==> config.mk <==
export PLATFORM = sky130hd
export DESIGN_NAME = snake_body_ctrl_flat
export DESIGN_NICKNAME = d
export VERILOG_FILES = /design/src/rtl/snake_pkg.sv /design/src/rtl/snake_body_ctrl_if.sv /design/src/rtl/snake_collide.sv /design/src/rtl/snake_body_ctrl.sv /design/src/flat_wrapper.sv
export SDC_FILE = /design/constraint.sdc
export NUM_CORES = 2
export LEC_CHECK = 0
export ABC_AREA = 1
export CORE_MARGIN = 8
export CORE_UTILIZATION = 25
export CTS_CLUSTER_DIAMETER = 100
export DETAILED_ROUTE_END_ITERATION = 7
export GPL_TIMING_DRIVEN = 0
export PLACE_DENSITY_LB_ADDON = 0.05
export SLEW_MARGIN = 10
export SYNTH_ARGS = -nofsm -noshare
export SYNTH_HDL_FRONTEND = slang
export SYNTH_SLANG_ARGS = --single-unit
==> constraint.sdc <==
create_clock -name i_Clk -period 8.1 [get_ports i_Clk]
set_clock_uncertainty 0.15 [all_clocks]
set_input_delay 0.81 -clock i_Clk [delete_from_list [all_inputs] [get_ports i_Clk]]
set_output_delay 0.81 -clock i_Clk [all_outputs]
set_load 0.03 [all_outputs]
==> src/rtl/snake_pkg.sv <==
// snake_pkg: shared constants, encodings and reset-value helpers for the
// snake body controller and its collision sub-block.
//   - grid and body-length limits
//   - direction and FSM state encodings
//   - initial body layout (head at (24,32), body trailing to the left)
package snake_pkg;

  localparam int XSIZE     = 48;   // legal x is 0..XSIZE-1
  localparam int YSIZE     = 64;   // legal y is 0..YSIZE-1
  localparam int MAX_SIZE  = 100;  // maximum body length in segments
  localparam int INIT_SIZE = 3;    // body length after reset or start
  localparam int COORD_W   = 6;

  localparam logic [1:0] DIR_UP    = 2'b00;  // y-1
  localparam logic [1:0] DIR_DOWN  = 2'b01;  // y+1
  localparam logic [1:0] DIR_LEFT  = 2'b10;  // x-1
  localparam logic [1:0] DIR_RIGHT = 2'b11;  // x+1

  typedef enum logic [1:0] {
    ST_IDLE = 2'd0,
    ST_REQ  = 2'd1,
    ST_RUN  = 2'd2,
    ST_OVER = 2'd3
  } state_e;

  localparam logic [COORD_W-1:0] INIT_HEAD_X = 6'd24;
  localparam logic [COORD_W-1:0] INIT_HEAD_Y = 6'd32;

  // Initial segment k: trails the head to the left on the head's row;
  // segments beyond the initial length are zero.
  function automatic logic [COORD_W-1:0] init_seg_x(input int k);
    return (k < INIT_SIZE) ? INIT_HEAD_X - COORD_W'(k) : '0;
  endfunction

  function automatic logic [COORD_W-1:0] init_seg_y(input int k);
    return (k < INIT_SIZE) ? INIT_HEAD_Y : '0;
  endfunction

  // The encodings pair opposite directions in bit 0 (up/down, left/right).
  function automatic logic [1:0] dir_reverse(input logic [1:0] d);
    return d ^ 2'b01;
  endfunction

endpackage

==> src/rtl/snake_body_ctrl_if.sv <==
// snake_body_ctrl_if: item-position handshake between the body controller
// (master, requester) and the item generator (slave).
//   o_Item_Req  : master -> slave, level request for a new item position
//   i_Item_x/y  : slave -> master, item position
//   i_Item_Done : slave -> master, position valid while high
// Handshake: o_Item_Req acts as ready and i_Item_Done as valid. A transfer
// happens on the first rising clock edge where both are high; the master
// drops o_Item_Req on the following cycle. The slave must hold i_Item_x/y
// stable while i_Item_Done is high.
interface snake_body_ctrl_if;
  logic       o_Item_Req;
  logic [5:0] i_Item_x;
  logic [5:0] i_Item_y;
  logic       i_Item_Done;

  modport master (output o_Item_Req, input i_Item_x, input i_Item_y, input i_Item_Done);
  modport slave  (input o_Item_Req, output i_Item_x, output i_Item_y, output i_Item_Done);
endinterface

==> src/rtl/snake_collide.sv <==
// snake_collide: combinational self-collision check.
//   head_x/head_y : candidate next head position
//   body_x/body_y : packed segments, segment k at bits [6k+5:6k]
//   size          : current body length
//   eat           : the move also eats, so the tail stays in place
//   hit           : candidate head lands on an occupied segment
module snake_collide
  import snake_pkg::*;
(
  input  logic [COORD_W-1:0]          head_x,
  input  logic [COORD_W-1:0]          head_y,
  input  logic [MAX_SIZE*COORD_W-1:0] body_x,
  input  logic [MAX_SIZE*COORD_W-1:0] body_y,
  input  logic [11:0]                 size,
  input  logic                        eat,
  output logic                        hit
);

  logic [11:0] limit;

  // Without an eat the tail moves away this same tick, so it is not an
  // obstacle; with an eat it stays and must be included.
  always_comb begin
    hit   = 1'b0;
    limit = eat ? size : size - 12'd1;
    for (int k = 0; k < MAX_SIZE; k++) begin
      if ((12'(k) < limit) &&
          (body_x[COORD_W*k +: COORD_W] == head_x) &&
          (body_y[COORD_W*k +: COORD_W] == head_y)) begin
        hit = 1'b1;
      end
    end
  end

endmodule

==> src/rtl/snake_body_ctrl.sv <==
// snake_body_ctrl: owns the snake body, moves it on game ticks, detects
// eating, wall hits and self-collisions, and requests new item positions.
//   i_Clk, i_Rst     : clock, asynchronous active-low reset
//   i_Start          : start pulse (honoured in IDLE and OVER)
//   i_Move_Tick      : advance pulse (honoured in RUN)
//   i_Dir            : requested direction
//   item             : item handshake (master side)
//   o_Body_x/y       : packed segments, segment 0 is the head
//   o_Body_size      : current length, o_Score : items eaten
//   o_Eat            : one-cycle pulse per eat, o_Game_Over : OVER state
//   o_State          : current FSM state for observation
module snake_body_ctrl
  import snake_pkg::*;
(
  input  logic                        i_Clk,
  input  logic                        i_Rst,
  input  logic                        i_Start,
  input  logic                        i_Move_Tick,
  input  logic [1:0]                  i_Dir,
  snake_body_ctrl_if.master           item,
  output logic [MAX_SIZE*COORD_W-1:0] o_Body_x,
  output logic [MAX_SIZE*COORD_W-1:0] o_Body_y,
  output logic [11:0]                 o_Body_size,
  output logic [11:0]                 o_Score,
  output logic                        o_Eat,
  output logic                        o_Game_Over,
  output state_e                      o_State
);

  state_e             state_q, state_d;
  logic [COORD_W-1:0] body_x_q [MAX_SIZE];
  logic [COORD_W-1:0] body_x_d [MAX_SIZE];
  logic [COORD_W-1:0] body_y_q [MAX_SIZE];
  logic [COORD_W-1:0] body_y_d [MAX_SIZE];
  logic [11:0]        size_q, size_d;
  logic [11:0]        score_q, score_d;
  logic [1:0]         dir_pend_q, dir_pend_d;  // direction for the next tick
  logic [1:0]         dir_app_q, dir_app_d;    // direction of the last move
  logic               eat_q, eat_d;
  logic [COORD_W-1:0] item_x_q, item_x_d;
  logic [COORD_W-1:0] item_y_q, item_y_d;
  logic               item_valid_q, item_valid_d;

  logic [6:0] next_x, next_y;
  logic       wall_hit, eat_hit, self_hit;

  for (genvar g = 0; g < MAX_SIZE; g++) begin : g_pack
    assign o_Body_x[COORD_W*g +: COORD_W] = body_x_q[g];
    assign o_Body_y[COORD_W*g +: COORD_W] = body_y_q[g];
  end

  // 7-bit next head: stepping below 0 wraps to 127, so every wall case
  // shows up as an out-of-range coordinate.
  always_comb begin
    next_x = {1'b0, body_x_q[0]};
    next_y = {1'b0, body_y_q[0]};
    case (dir_pend_q)
      DIR_UP:    next_y = next_y - 7'd1;
      DIR_DOWN:  next_y = next_y + 7'd1;
      DIR_LEFT:  next_x = next_x - 7'd1;
      default:   next_x = next_x + 7'd1;
    endcase
  end

  assign wall_hit = (next_x >= 7'(XSIZE)) || (next_y >= 7'(YSIZE));
  assign eat_hit  = item_valid_q && (next_x == {1'b0, item_x_q}) &&
                    (next_y == {1'b0, item_y_q});

  snake_collide u_collide (
    .head_x (next_x[COORD_W-1:0]),
    .head_y (next_y[COORD_W-1:0]),
    .body_x (o_Body_x),
    .body_y (o_Body_y),
    .size   (size_q),
    .eat    (eat_hit),
    .hit    (self_hit)
  );

  always_comb begin
    state_d      = state_q;
    body_x_d     = body_x_q;
    body_y_d     = body_y_q;
    size_d       = size_q;
    score_d      = score_q;
    dir_pend_d   = dir_pend_q;
    dir_app_d    = dir_app_q;
    eat_d        = 1'b0;
    item_x_d     = item_x_q;
    item_y_d     = item_y_q;
    item_valid_d = item_valid_q;

    case (state_q)
      ST_IDLE: begin
        if (i_Start) state_d = ST_REQ;
      end
      ST_REQ: begin
        if (item.i_Item_Done) begin
          item_x_d     = item.i_Item_x;
          item_y_d     = item.i_Item_y;
          item_valid_d = 1'b1;
          state_d      = ST_RUN;
        end
      end
      ST_RUN: begin
        // A tick this cycle uses the previously latched pending direction.
        if (i_Dir != dir_reverse(dir_app_q)) dir_pend_d = i_Dir;
        if (i_Move_Tick) begin
          if (wall_hit || self_hit) begin
            state_d = ST_OVER;
          end else begin
            for (int k = 1; k < MAX_SIZE; k++) begin
              body_x_d[k] = body_x_q[k-1];
              body_y_d[k] = body_y_q[k-1];
            end
            body_x_d[0] = next_x[COORD_W-1:0];
            body_y_d[0] = next_y[COORD_W-1:0];
            dir_app_d   = dir_pend_q;
            if (eat_hit) begin
              // The shift already kept the old tail; growing just exposes it.
              if (size_q < 12'(MAX_SIZE)) size_d = size_q + 12'd1;
              if (score_q != 12'hfff)     score_d = score_q + 12'd1;
              eat_d        = 1'b1;
              item_valid_d = 1'b0;
              state_d      = ST_REQ;
            end
          end
        end
      end
      ST_OVER: begin
        if (i_Start) begin
          for (int k = 0; k < MAX_SIZE; k++) begin
            body_x_d[k] = init_seg_x(k);
            body_y_d[k] = init_seg_y(k);
          end
          size_d     = 12'(INIT_SIZE);
          score_d    = '0;
          dir_pend_d = DIR_RIGHT;
          dir_app_d  = DIR_RIGHT;
          state_d    = ST_REQ;
        end
      end
      default: state_d = ST_IDLE;
    endcase
  end

  always_ff @(posedge i_Clk or negedge i_Rst) begin
    if (!i_Rst) begin
      state_q <= ST_IDLE;
      for (int k = 0; k < MAX_SIZE; k++) begin
        body_x_q[k] <= init_seg_x(k);
        body_y_q[k] <= init_seg_y(k);
      end
      size_q       <= 12'(INIT_SIZE);
      score_q      <= '0;
      dir_pend_q   <= DIR_RIGHT;
      dir_app_q    <= DIR_RIGHT;
      eat_q        <= 1'b0;
      item_x_q     <= '0;
      item_y_q     <= '0;
      item_valid_q <= 1'b0;
    end else begin
      state_q      <= state_d;
      body_x_q     <= body_x_d;
      body_y_q     <= body_y_d;
      size_q       <= size_d;
      score_q      <= score_d;
      dir_pend_q   <= dir_pend_d;
      dir_app_q    <= dir_app_d;
      eat_q        <= eat_d;
      item_x_q     <= item_x_d;
      item_y_q     <= item_y_d;
      item_valid_q <= item_valid_d;
    end
  end

  assign item.o_Item_Req = (state_q == ST_REQ);
  assign o_Body_size     = size_q;
  assign o_Score         = score_q;
  assign o_Eat           = eat_q;
  assign o_Game_Over     = (state_q == ST_OVER);
  assign o_State         = state_q;

endmodule

==> src/flat_wrapper.sv <==
// flat-port wrapper written by rule: the top's interface ports become plain ports
module snake_body_ctrl_flat import snake_pkg::*;
  (i_Clk, i_Rst, i_Start, i_Move_Tick, i_Dir, o_Body_x, o_Body_y, o_Body_size, o_Score, o_Eat, o_Game_Over, o_State, item_o_Item_Req, item_i_Item_x, item_i_Item_y, item_i_Item_Done);
  snake_body_ctrl_if item_i ();
  input  logic i_Clk;
  input  logic i_Rst;
  input  logic i_Start;
  input  logic i_Move_Tick;
  input  logic [1:0] i_Dir;
  output logic [MAX_SIZE*COORD_W-1:0] o_Body_x;
  output logic [MAX_SIZE*COORD_W-1:0] o_Body_y;
  output logic [11:0] o_Body_size;
  output logic [11:0] o_Score;
  output logic o_Eat;
  output logic o_Game_Over;
  output state_e o_State;
  output wire logic [$bits(item_i.o_Item_Req)-1:0] item_o_Item_Req;
  input wire logic [$bits(item_i.i_Item_x)-1:0] item_i_Item_x;
  input wire logic [$bits(item_i.i_Item_y)-1:0] item_i_Item_y;
  input wire logic [$bits(item_i.i_Item_Done)-1:0] item_i_Item_Done;
  assign item_o_Item_Req = item_i.o_Item_Req;
  assign item_i.i_Item_x = item_i_Item_x;
  assign item_i.i_Item_y = item_i_Item_y;
  assign item_i.i_Item_Done = item_i_Item_Done;
  snake_body_ctrl u_core (.i_Clk(i_Clk), .i_Rst(i_Rst), .i_Start(i_Start), .i_Move_Tick(i_Move_Tick), .i_Dir(i_Dir), .item(item_i), .o_Body_x(o_Body_x), .o_Body_y(o_Body_y), .o_Body_size(o_Body_size), .o_Score(o_Score), .o_Eat(o_Eat), .o_Game_Over(o_Game_Over), .o_State(o_State));
endmodule
==> run metrics <==
status=finished clean; Crit path max-delay family=simple AND/OR/NAND/NOR gates; routed vias/inst=5.35; reg2reg start=u_core.dir_pend_q[1]; Synth Instances=8,599; Met1 Wirelength=223 mm; Max Cap Viol=0; crit-path max cell delay=0.87 ns; CTS buffer count=164; dpl hpwl=450 mm; clock latency on the worst-skew pair=0.88 ns; most frequent cells in the layout=3,121 x nand2_1, 1,246 x clkdlybuf4s50_1, 1,226 x dfrtp_1; WL/cell=41.2 um; WP data required=8.73 ns; Multi-input gate area=33,000 um^2; R2R cell count=30; vias in the first global route=69,300; Lkg Pwr=0.0393 uW; fin util=34.7%; Root Buffer Master=clkbuf_16; WP buf/inv=8; Port Buffers=1,247; DR vias=74,200; Most Frequent Cell on Critical Path=nand2_1; Synthesized Nets=8,632; Worst-path clk slew=0.06 ns; slowest cell on the critical path=nor4_1; IO Count=1,248; DR WL met2=241 mm; drt total wl=571 mm; VDD IR-drop max=0.315 mV; Clock Sinks=1,244; crit share post-route=99.3%; Cell variety after synth=56; Slew Limit Fails=0; routed wl met3=60.9 mm; reg-to-reg endpoint=u_core.o_Body_x[267]; GRT Total Usage=38.1%; Reg area=31,200 um^2; global route total overflow=0; mapped cell area=67,700 um^2; actual slew at the worst max-slew pin=1.44 ns; most common cell after layout, fill and taps aside=nand2_1; register area share after synthesis=46.0%; WS Path Type=reg2reg; Worst slew margin=3.76%; layout cell share with drive strength beyond 1=10.6%; core area=270,000 um^2; Starting Density=25.1%; max layer used=met5; worst min path class=in2async; DIE HEIGHT=536 um; Tmin final=8.04 ns; type of origin of the critical path=register; critical path arrival=8.68 ns; reg2reg setup slack=0.06 ns; Avg Inst Size Synth=7.87 um^2; pin count of the biggest net entering global routing=143; pwr dens=467 nW/um^2; deepest clock path buffer count=3; first-pass GRT wire length=727 mm; Max Fclk=0.124 GHz; Final Hold Viols=0; Hold WS=0.323 ns; DIE AREA=288,000 um^2; Rows=191; Worst Setup SP=u_core.dir_pend_q[1]; area grow syn2layout=38.6%; Residual DRC=0; initial antenna violation count=59; htree depth=4; nets=10,200; CTS tree=done; DRT Pass-1 Iters=8; CP max FO=10; Routed Antenna Nets=0; initial detailed-routing violation count=9,102; crit path capture type=register; flops & latches, synth=1,244; die width=536 um; setup violators final=0; Ys Warns=0; fillers=28,500; routability cong.=0.964
==> logic make-up after synthesis <==
| group | Yosys count | synth area share [%] |
|---|---|---|
| fa+ha+maj | 14 | 0.270 |
| xor+xnor | 755 | 9.77 |
| flops | 1244 | 46.0 |
| buf+inv | 825 | 6.05 |
| compound gates | 1541 | 12.0 |
| simple gates | 4220 | 25.8 |
==> registers in the layout, indices dropped and copies added, names as in the netlist <==
register / cells
u_core.o_Body_size: 12
u_core.item_y_q: 6
u_core.item_x_q: 6
u_core.item_valid_q: 1
u_core.dir_app_q: 2
u_core.o_Eat: 1
u_core.o_State: 2
u_core.o_Body_x: 600
u_core.o_Body_y: 600
u_core.dir_pend_q: 2
u_core.o_Score: 12
==> layout make-up <==
| type | count | share of cell area (%) |
|---|---|---|
| clock inverters | 50 | 0.763 |
| flip-flops and latches | 1244 | 33.2 |
| multi-input cells | 6530 | 35.2 |
| inverters | 226 | 0.923 |
| repair buffers | 1374 | 16.1 |
| clock buffers | 247 | 5.13 |
| well taps | 3570 | 4.76 |
| diodes | 18 | 0.0480 |
| plain buffers | 597 | 3.87 |
==> how the worst max path moves through the flow <==
| stage | cells past startpoint | to |
|---|---|---|
| floorplan | 39 | u_core.o_Body_y[562] |
| global placement | 1 | u_core.o_Body_y[218] |
| detailed placement | 32 | u_core.o_Body_x[483] |
| CTS | 32 | u_core.o_Body_x[455] |
| global route | 39 | u_core.o_Body_x[26] |
| finish | 30 | u_core.o_Body_x[267] |
==> repair_timing <==
| item | CTS | global route |
|---|---|---|
| pin swaps | 3 | 3 |
| hold buffers | 1 | 0 |
| endpoints found under the setup margin | 1230 | 1202 |
| endpoints found under the hold margin | 58 | 0 |
| setup buffers | 0 | 2 |
| gates resized for setup | 128 | 40 |
==> power breakdown <==
| part | leakage (uW) | switching (uW) | internal [uW] | total, uW |
|---|---|---|---|---|
| Sequential | 0.0172 | 716 | 6580 | 7290 |
| Combinational | 0.0194 | 21900 | 6820 | 28700 |
| Clock | 0.00271 | 3330 | 4420 | 7740 |
==> metal layers <==
layer  vias to the layer above  GRT usage (%)
met3                       974           13.4
met2                      4297           56.8
met5                         -              0
li1                      31200              -
met1                     37700           46.8
met4                         6           24.3
==> per-stage QoR <==
stage          total power (uW)  setup WS (ns)  cells   TNS, ns  area (um^2)
2_1_floorplan             18300           2.94   8599         0        67700
3_3_place_gp              33000         -57.39  13400         -        84600
3_5_place_dp              34700          -3.73  13500  -3926.29        87500
4_1_cts                   42800        0.00303  13800         0        93500
5_1_grt                   44200        -0.0147  13800   -0.0276        93700
6_report                  43800         0.0553  13900         0        93800
==> synthesized netlist by cell type, drive strengths merged <==
cell type | count | share of area (%)
a211oi | 25 | 0.28
and2 | 1 | 0.0093
and3 | 5 | 0.046
o31ai | 1 | 0.011
o21bai | 8 | 0.089
or2 | 145 | 1.3
clkbuf | 264 | 1.5
a211o | 1 | 0.013
a31oi | 1 | 0.0093
o2111ai | 14 | 0.18
a2111o | 1 | 0.017
a21boi | 1 | 0.011
nand2 | 3152 | 18
fa | 1 | 0.030
o21ai | 1319 | 9.8
xor2 | 602 | 7.8
nor2 | 334 | 1.9
dfrtp | 1226 | 45
nor4 | 125 | 1.2
o221ai | 1 | 0.013
a31o | 1 | 0.013
nor3b | 2 | 0.022
nand3 | 241 | 1.8
nor3 | 72 | 0.55
or3 | 2 | 0.018
dfstp | 18 | 0.70
nor4b | 12 | 0.16
clkinv | 2 | 0.011
nand3b | 12 | 0.13
inv | 224 | 1.2
o2111a | 2 | 0.033
a221oi | 22 | 0.28
o22ai | 41 | 0.38
buf | 335 | 3.3
a22o | 11 | 0.14
nand4 | 114 | 1.1
o211a | 2 | 0.030
a21oi | 70 | 0.52
or4 | 3 | 0.033
xnor2 | 153 | 2.0
o211ai | 16 | 0.18
a2111oi | 4 | 0.052
ha | 13 | 0.24
No activity file was read; power rests on OpenSTA's default activity.
